File: src/rtl/instr_mem_responder_if.sv
// instr_mem_responder_if: fetch request/response handshake bundle (master = CPU fetch stage, slave = responder)
interface instr_mem_responder_if;
  logic        ReqValid;
  logic [15:0] ReqAddr;
  logic        ReqReady;
  logic        RespValid;
  logic [15:0] RespData;
  logic        RespErr;
  logic        RespReady;
  modport master (
    output ReqValid, ReqAddr, RespReady,
    input  ReqReady, RespValid, RespData, RespErr
  );
  modport slave (
    input  ReqValid, ReqAddr, RespReady,
    output ReqReady, RespValid, RespData, RespErr
  );
endinterface

File: src/rtl/instr_mem_responder.sv
// instr_mem_responder: multi-cycle instruction memory; ports: clock, resetn (sync active-low), bus (fetch handshake), LoadEn/LoadAddr/LoadData (program load), Busy
module instr_mem_responder #(
  parameter int          DEPTH     = 256,
  parameter int          LATENCY   = 2,
  parameter logic [15:0] HALT_WORD = 16'hFFFF
) (
  input  logic                  clock,
  input  logic                  resetn,
  instr_mem_responder_if.slave  bus,
  input  logic                  LoadEn,
  input  logic [15:0]           LoadAddr,
  input  logic [15:0]           LoadData,
  output logic                  Busy
);
  localparam int IW = DEPTH > 1 ? $clog2(DEPTH) : 1;
  typedef enum logic [1:0] {S_IDLE, S_WAIT, S_RESP} state_t;
  state_t        state, state_n;
  logic [3:0]    cnt;
  logic [15:0]   cap_addr;
  logic [15:0]   mem [DEPTH];
  logic          load_ok, cap_ok;
  logic [IW-1:0] load_idx, cap_idx;
  logic [15:0]   rd_data;
  assign load_ok  = LoadEn && !LoadAddr[0] && 32'(LoadAddr[15:1]) < 32'(DEPTH);
  assign cap_ok   = !cap_addr[0] && 32'(cap_addr[15:1]) < 32'(DEPTH);
  assign load_idx = LoadAddr[IW:1];
  assign cap_idx  = cap_addr[IW:1];
  // write-first: a same-cycle load to the captured word wins over the stored value
  assign rd_data = !cap_ok ? HALT_WORD :
                   (load_ok && load_idx == cap_idx) ? LoadData : mem[cap_idx];
  assign bus.ReqReady  = state == S_IDLE;
  assign bus.RespValid = state == S_RESP;
  assign Busy          = state != S_IDLE;
  always_comb begin
    state_n = state;
    state_n = state == S_IDLE ? (bus.ReqValid ? S_WAIT : S_IDLE) :
              state == S_WAIT ? (cnt == 4'd0 ? S_RESP : S_WAIT) :
              (bus.RespReady ? S_IDLE : S_RESP);
  end
  // memory has no reset so a loaded program survives resetn
  always_ff @(posedge clock) begin
    if (load_ok) mem[load_idx] <= LoadData;
  end
  always_ff @(posedge clock) begin
    if (!resetn) begin
      state        <= S_IDLE;
      cnt          <= 4'd0;
      cap_addr     <= 16'h0000;
      bus.RespData <= 16'h0000;
      bus.RespErr  <= 1'b0;
    end else begin
      state <= state_n;
      if (state == S_IDLE && bus.ReqValid) begin
        cap_addr <= bus.ReqAddr;
        cnt      <= 4'(LATENCY - 1);
      end
      if (state == S_WAIT) begin
        if (cnt != 4'd0) cnt <= cnt - 4'd1;
        else begin
          bus.RespData <= rd_data;
          bus.RespErr  <= !cap_ok;
        end
      end
    end
  end
endmodule

File: src/flat_wrapper.sv
// flat-port wrapper written by rule: the top's interface ports become plain ports
module instr_mem_responder_flat 
#(
  parameter int          DEPTH     = 256,
  parameter int          LATENCY   = 2,
  parameter logic [15:0] HALT_WORD = 16'hFFFF
)
  (clock, resetn, LoadEn, LoadAddr, LoadData, Busy, bus_ReqValid, bus_ReqAddr, bus_RespReady, bus_ReqReady, bus_RespValid, bus_RespData, bus_RespErr);
  instr_mem_responder_if bus_i ();
  input  logic clock;
  input  logic resetn;
  input  logic LoadEn;
  input  logic [15:0] LoadAddr;
  input  logic [15:0] LoadData;
  output logic Busy;
  input wire logic [$bits(bus_i.ReqValid)-1:0] bus_ReqValid;
  input wire logic [$bits(bus_i.ReqAddr)-1:0] bus_ReqAddr;
  input wire logic [$bits(bus_i.RespReady)-1:0] bus_RespReady;
  output wire logic [$bits(bus_i.ReqReady)-1:0] bus_ReqReady;
  output wire logic [$bits(bus_i.RespValid)-1:0] bus_RespValid;
  output wire logic [$bits(bus_i.RespData)-1:0] bus_RespData;
  output wire logic [$bits(bus_i.RespErr)-1:0] bus_RespErr;
  assign bus_i.ReqValid = bus_ReqValid;
  assign bus_i.ReqAddr = bus_ReqAddr;
  assign bus_i.RespReady = bus_RespReady;
  assign bus_ReqReady = bus_i.ReqReady;
  assign bus_RespValid = bus_i.RespValid;
  assign bus_RespData = bus_i.RespData;
  assign bus_RespErr = bus_i.RespErr;
  instr_mem_responder #(.DEPTH(DEPTH), .LATENCY(LATENCY), .HALT_WORD(HALT_WORD)) u_core (.clock(clock), .resetn(resetn), .bus(bus_i), .LoadEn(LoadEn), .LoadAddr(LoadAddr), .LoadData(LoadData), .Busy(Busy));
endmodule
File: config.mk
export PLATFORM = sky130hd
export DESIGN_NAME = instr_mem_responder_flat
export DESIGN_NICKNAME = d
export VERILOG_FILES = /design/src/rtl/instr_mem_responder_if.sv /design/src/rtl/instr_mem_responder.sv /design/src/flat_wrapper.sv
export SDC_FILE = /design/constraint.sdc
export NUM_CORES = 2
export LEC_CHECK = 0
export CORE_MARGIN = 8
export CORE_UTILIZATION = 57
export DETAILED_ROUTE_END_ITERATION = 12
export GPL_ROUTABILITY_DRIVEN = 0
export PLACE_DENSITY = 0.86
export SLEW_MARGIN = 30
export SYNTH_ARGS = -nofsm -noshare
export SYNTH_HDL_FRONTEND = slang
export SYNTH_SLANG_ARGS = --single-unit
File: constraint.sdc
create_clock -name clock -period 2.8 [get_ports clock]
set_input_delay 0.56 -clock clock [delete_from_list [all_inputs] [get_ports clock]]
set_output_delay 0.56 -clock clock [all_outputs]
set_load 0.03 [all_outputs]
==> key figures, run 1 <==
Run status
  • Status: stopped before the end
  • Last stage: 5_1_grt
  • Error msg: [ERROR GRT-0232] Routing congestion too high. Check the congestion heatmap in the GUI.

Global route
  • Largest net degree at the start of global routing: 97
  • Initial antenna violation count: 180
  • Total global routing overflow: 78
  • Gr usage total: a little under 60%

Yosys
  • Syn Std Cell Area: 161000 um^2
  • Syn Area/Cell: roughly 21 um^2
  • Count of state elements after synthesis: 4143
  • Synth Instances: 7697
  • Number of synthesized flops with an enable pin: a little over 4000
  • Synthesized net count: just under 8000
  • YS warnings: 0
  • Register area share after synthesis: between 70% and 80%
  • Main synth FF type: edfxtp_1
  • Count of cell types in the netlist: 72
  • Asr flop ratio synth: 0%

Placed design
  • Port buffer count: ~70
  • Hpwl dp: 318000 um

Die
  • Die X: 547 um
  • Row count: 195
  • Die height: 547 um
  • I/O pin count: 73
  • Initial Utilization: 57.1%

CTS
  • Root Buffer: clkbuf_16
  • Clock Path Buffers: 4
  • Num CTS Buffers: 385
  • CTS sink cnt: 4143
  • Htree depth: 5

Timing
  • Crit. endpoint post-GRT repair: u_core.bus.RespData[3]$_SDFFE_PN0P_/D
  • Worst ep type: register data pin
## metrics by stage
stage	cell area [um^2]	std cells	setup WS (ps)	hold WS, ps	setup TNS (ps)
CTS	192000	13200	-530	62.6	-7740
global placement	178000	12400	-1650	457	-716490
floorplan	161000	7697	-131	443	-94040
detailed placement	178000	12400	-1120	485	-1037250
## layer usage
metal / global-route usage [%] / overflow
met1: 53.2 / 6
met2: 71.2 / 31
met3: 52.0 / 6
met4: 56.7 / 35
met5: 40.1 / 0
## synth_stat cells, types with 19 or more instances
cell type / instances / area (um^2)
a211oi_1: 47 / 353
a21oi_1: 155 / 776
a22oi_1: 159 / 1190
and2_1: 19 / 119
buf_1: 31 / 116
buf_2: 104 / 521
buf_4: 36 / 270
buf_6: 47 / 529
buf_8: 45 / 676
clkbuf_1: 161 / 604
dfxtp_1: 47 / 941
edfxtp_1: 4096 / 123000
mux2_2: 19 / 214
mux2i_1: 467 / 4670
mux4_1: 115 / 3020
mux4_2: 676 / 15200
nand2_1: 151 / 567
nand3_1: 36 / 180
nand4_1: 22 / 138
nor2_1: 409 / 1540
nor2b_1: 19 / 119
nor3_1: 148 / 741
nor4_1: 73 / 457
o211ai_1: 21 / 158
o21ai_0: 70 / 350
o221ai_1: 138 / 1210
o22ai_1: 136 / 851
or4_1: 25 / 188
## cell families after synthesis
family	share of synthesized area, %
AND/OR/NAND/NOR	2.81
AO/OA/AOI/OAI	3.64
buffers and inverters	2.01
flip-flops	77.1
XOR/XNOR	0.0436
multiplexers	14.4
adder cells (fa/ha/maj)	0.00778
## what timing repair did
| item | 4_1_cts |
|---|---|
| setup endpoints to repair | 32 |
| gates cloned | 12 |
| resized for setup | 291 |
| pin swaps | 52 |
| setup buffers | 31 |
| hold buffers | 1 |
| hold endpoints to repair | 8 |
==> run 2: changes to the inputs <==
--- a/config.mk
+++ b/config.mk
@@ -6,10 +6,10 @@
 export NUM_CORES = 2
 export LEC_CHECK = 0
 export CORE_MARGIN = 8
-export CORE_UTILIZATION = 57
+export CORE_UTILIZATION = 40
 export DETAILED_ROUTE_END_ITERATION = 12
 export GPL_ROUTABILITY_DRIVEN = 0
-export PLACE_DENSITY = 0.86
+export PLACE_DENSITY_LB_ADDON = 0.15
 export SLEW_MARGIN = 30
 export SYNTH_ARGS = -nofsm -noshare
 export SYNTH_HDL_FRONTEND = slang
==> constraint.sdc (replaced) <==
create_clock -name clock -period 3.6 [get_ports clock]
set_input_delay 0.72 -clock clock [delete_from_list [all_inputs] [get_ports clock]]
set_output_delay 0.72 -clock clock [all_outputs]
set_load 0.03 [all_outputs]
==> key figures, run 2 <==
Run status
  • Status: finished with violations
  • Failing checks: negative setup slack

Global route
  • Vias in the first global route: approximately 85000
  • Largest net degree at the start of global routing: 126
  • Total global routing overflow: 0
  • Gr usage total: 23.7%
  • First-pass GRT wire length: 704000 um
  • Initial antenna violation count: between 40 and 50

Layout
  • Fraction of layout cells with a size suffix above 1: 28.1%
  • Fin cells: around 14000
  • Post-route cell area: 192000 um^2
  • Max FFs per register: 4096
  • Commonest non-fill, non-tap cell in the layout: edfxtp_1
  • Largest registers: u_core.mem: 4096 flops, u_core.bus.RespData: 16 flops, u_core.cap_addr: 16 flops
  • Largest Register: u_core.mem
  • Fin util: 47.9%
  • Area Overhead vs Synth: 19.6%
  • Most frequent cells in the layout: edfxtp_1, buf_4, mux4_2
  • # nets final: 8868

Min path
  • Hold path endpoint: u_core.mem[8][11]$_DFFE_PP_
  • Hold Path Depth: 1
  • Hold path startpoint: LoadData[11]
  • HP Class: input port to flip-flop

Worst setup path
  • Most common cell on crit path: buf_12
  • R2R cell count: 13
  • Critical-path cell list: buf_12 -> buf_12 -> buf_12 -> buf_12 -> buf_4 -> mux4_2 -> nor4_1 -> nor2_1 -> o21ai_0 -> nor4_4 -> buf_4 -> nand3_1 -> a21oi_1
  • Sum of buffers and inverters on the critical path: 6
  • Slowest cell on crit path: nor2_1
  • Worst path required time: between 4000 and 5000 ps
  • Worst Path Arrival: ~4500 ps
  • Critical path's top delay family: simple AND/OR/NAND/NOR gates
  • Setup crit end kind: flip-flop
  • Register-to-register setup slack: -20 ps
  • Max FO, Critical Path: 16
  • Worst Setup Start Kind: flip-flop
  • Worst r2r dst: u_core.bus.RespData[1]$_SDFFE_PN0P_
  • CP max stage delay: ~550 ps
  • Setup Crit Path Kind: flip-flop to flip-flop

Route
  • Final ANT Viol Nets: 0
  • Drt via density: 5.86
  • Drt first pass iters: 6
  • # DRC: 0
  • Via count: 84800
  • DRT Wirelength: 516000 um
  • DRT iter0 DRCs: 10400
  • Wirelength per Cell: 35.7 um

Timing
  • Fin. max-slew vios: 0
  • Least-Margin Pin Slew: 1040 ps
  • RSZ-0062 raised after global routing: no
  • Setup ws final: -20.8 ps
  • Hold slack: 130 ps
  • Clk_skew: around 36 ps
  • Slew headroom: 29.3%
  • Fin crit period: 3620 ps
  • Final worst-path cycle share: 101%
  • Post-route setup TNS: -26.5 ps
  • Final Hold Viols: 0
  • Setup violators final: 2
  • Fmax: 0.276 GHz

Yosys
  • Synthesized net count: 7751 (unchanged)
  • Synth top area cells: edfxtp_1, mux4_2, mux2i_1
  • Synth cell count leaders: edfxtp_1, mux4_2, mux2i_1
  • Asr flop ratio synth: 0% (unchanged)
  • Count of cell types in the netlist: 72 (unchanged)
  • Register area share after synthesis: 77.1% (unchanged)
  • Main synth FF type: edfxtp_1
  • YS warnings: 0 (unchanged)
  • Syn Area/Cell: 20.9 um^2 (unchanged)
  • Number of synthesized flops with an enable pin: 4096 (unchanged)
  • Syn Std Cell Area: 161000 um^2 (unchanged)
  • Count of state elements after synthesis: 4143 (unchanged)
  • Synth area leader: edfxtp_1
  • Post-synth top area share: 76.5% (unchanged)
  • Synth Instances: 7697 (unchanged)
  • Count leader, synth: edfxtp_1

CTS
  • Root Buffer: clkbuf_16
  • Clock Path Buffers: 4 (unchanged)
  • CTS tree: built
  • Cts hold-fix bufs: 0 (-1)
  • CTS sink cnt: 4143 (unchanged)
  • Num CTS Buffers: 437 (+14%)
  • Clk_lat worst skew: 990 ps
  • Clock-pin slew on the worst setup and hold paths: 60 ps
  • Htree depth: 5 (unchanged)

Placed design
  • Pre-CTS WS: -848 ps (+272 ps)
  • Hpwl dp: 338000 um (+6.2%)
  • Placed cell areas: 178000 um^2 (-0.17%)
  • Placed Cells: 13600 (+9.8%)
  • Port buffer count: 72 (unchanged)

Job
  • Max-Cap Viols: 0

Die
  • Initial Utilization: 40.0% (-17 points)
  • Die ar.: 422000 um^2
  • I/O pin count: 73 (unchanged)
  • Row count: 233 (+19%)
  • Die height: 650 um (+19%)
  • Die X: 650 um (+19%)
  • Core area: 401000 um^2

Power and ir drop
  • Power Total: 104 mW
  • Peak VDD IR: 0.455 mV
  • Power Density: 541 nW/um^2
  • P_leak: 59.9 nW
-- run 2: area by class of cell --
type	count	area, um^2
Inverter	7	30.0
Multi-Input combinational cell	3091	34500
Clock buffer	556	11700
Clock inverter	246	2150
Tap cell	5287	6620
Fill cell	33000	209000
Timing Repair Buffer	1134	13400
Antenna cell	13	32.5
Sequential cell	4143	124000
-- run 2: metal layers --
layer  vias to the layer above  global-route usage, %  share of wire (%)
met3                       732                   4.04                7.2
met4                         8                   9.18                4.3
met5                         -                      0              0.011
met2                      3550                   38.6                 48
met1                     45800                   31.9                 40
li1                      34700                      -                  -
-- run 2: cells by family after synthesis --
family / count (synthesis) / synth area share (%)
XOR/XNOR: 8 / 0.0436
AO/OA/AOI/OAI: 837 / 3.64
adder cells (fa/ha/maj): 1 / 0.00778
buffers and inverters: 463 / 2.01
multiplexers: 1277 / 14.4
flip-flops: 4143 / 77.1
AND/OR/NAND/NOR: 968 / 2.81
-- run 2: worst max path at each step --
stage | from | end | depth (start not counted)
after floorplan | LoadAddr[14] | u_core.mem[221][0]$_DFFE_PP_ | 6
after global placement | flip-flop | u_core.bus.RespData[14]$_SDFFE_PN0P_ | 13
after detailed placement | flip-flop | u_core.bus.RespData[14]$_SDFFE_PN0P_ | 13
after CTS | flip-flop | u_core.bus.RespData[1]$_SDFFE_PN0P_ | 13
after global routing | flip-flop | u_core.bus.RespData[4]$_SDFFE_PN0P_ | 13
final | flip-flop | u_core.bus.RespData[1]$_SDFFE_PN0P_ | 13
-- run 2: power breakdown --
part	internal [mW]	switching [mW]	leakage, nW
registers	53.0	0.122	37.2
clock network	25.2	18.7	6.74
logic	2.55	4.38	15.9
-- run 2: repair_timing --
item | in CTS | in global routing
endpoints found under the setup margin | 15 | 16
buffers inserted | 1 | 6
cloned | 0 | 7
resized for setup | 69 | 43
pin swaps | 6 | 12
Note: power is estimated with default switching activity, not from simulation.
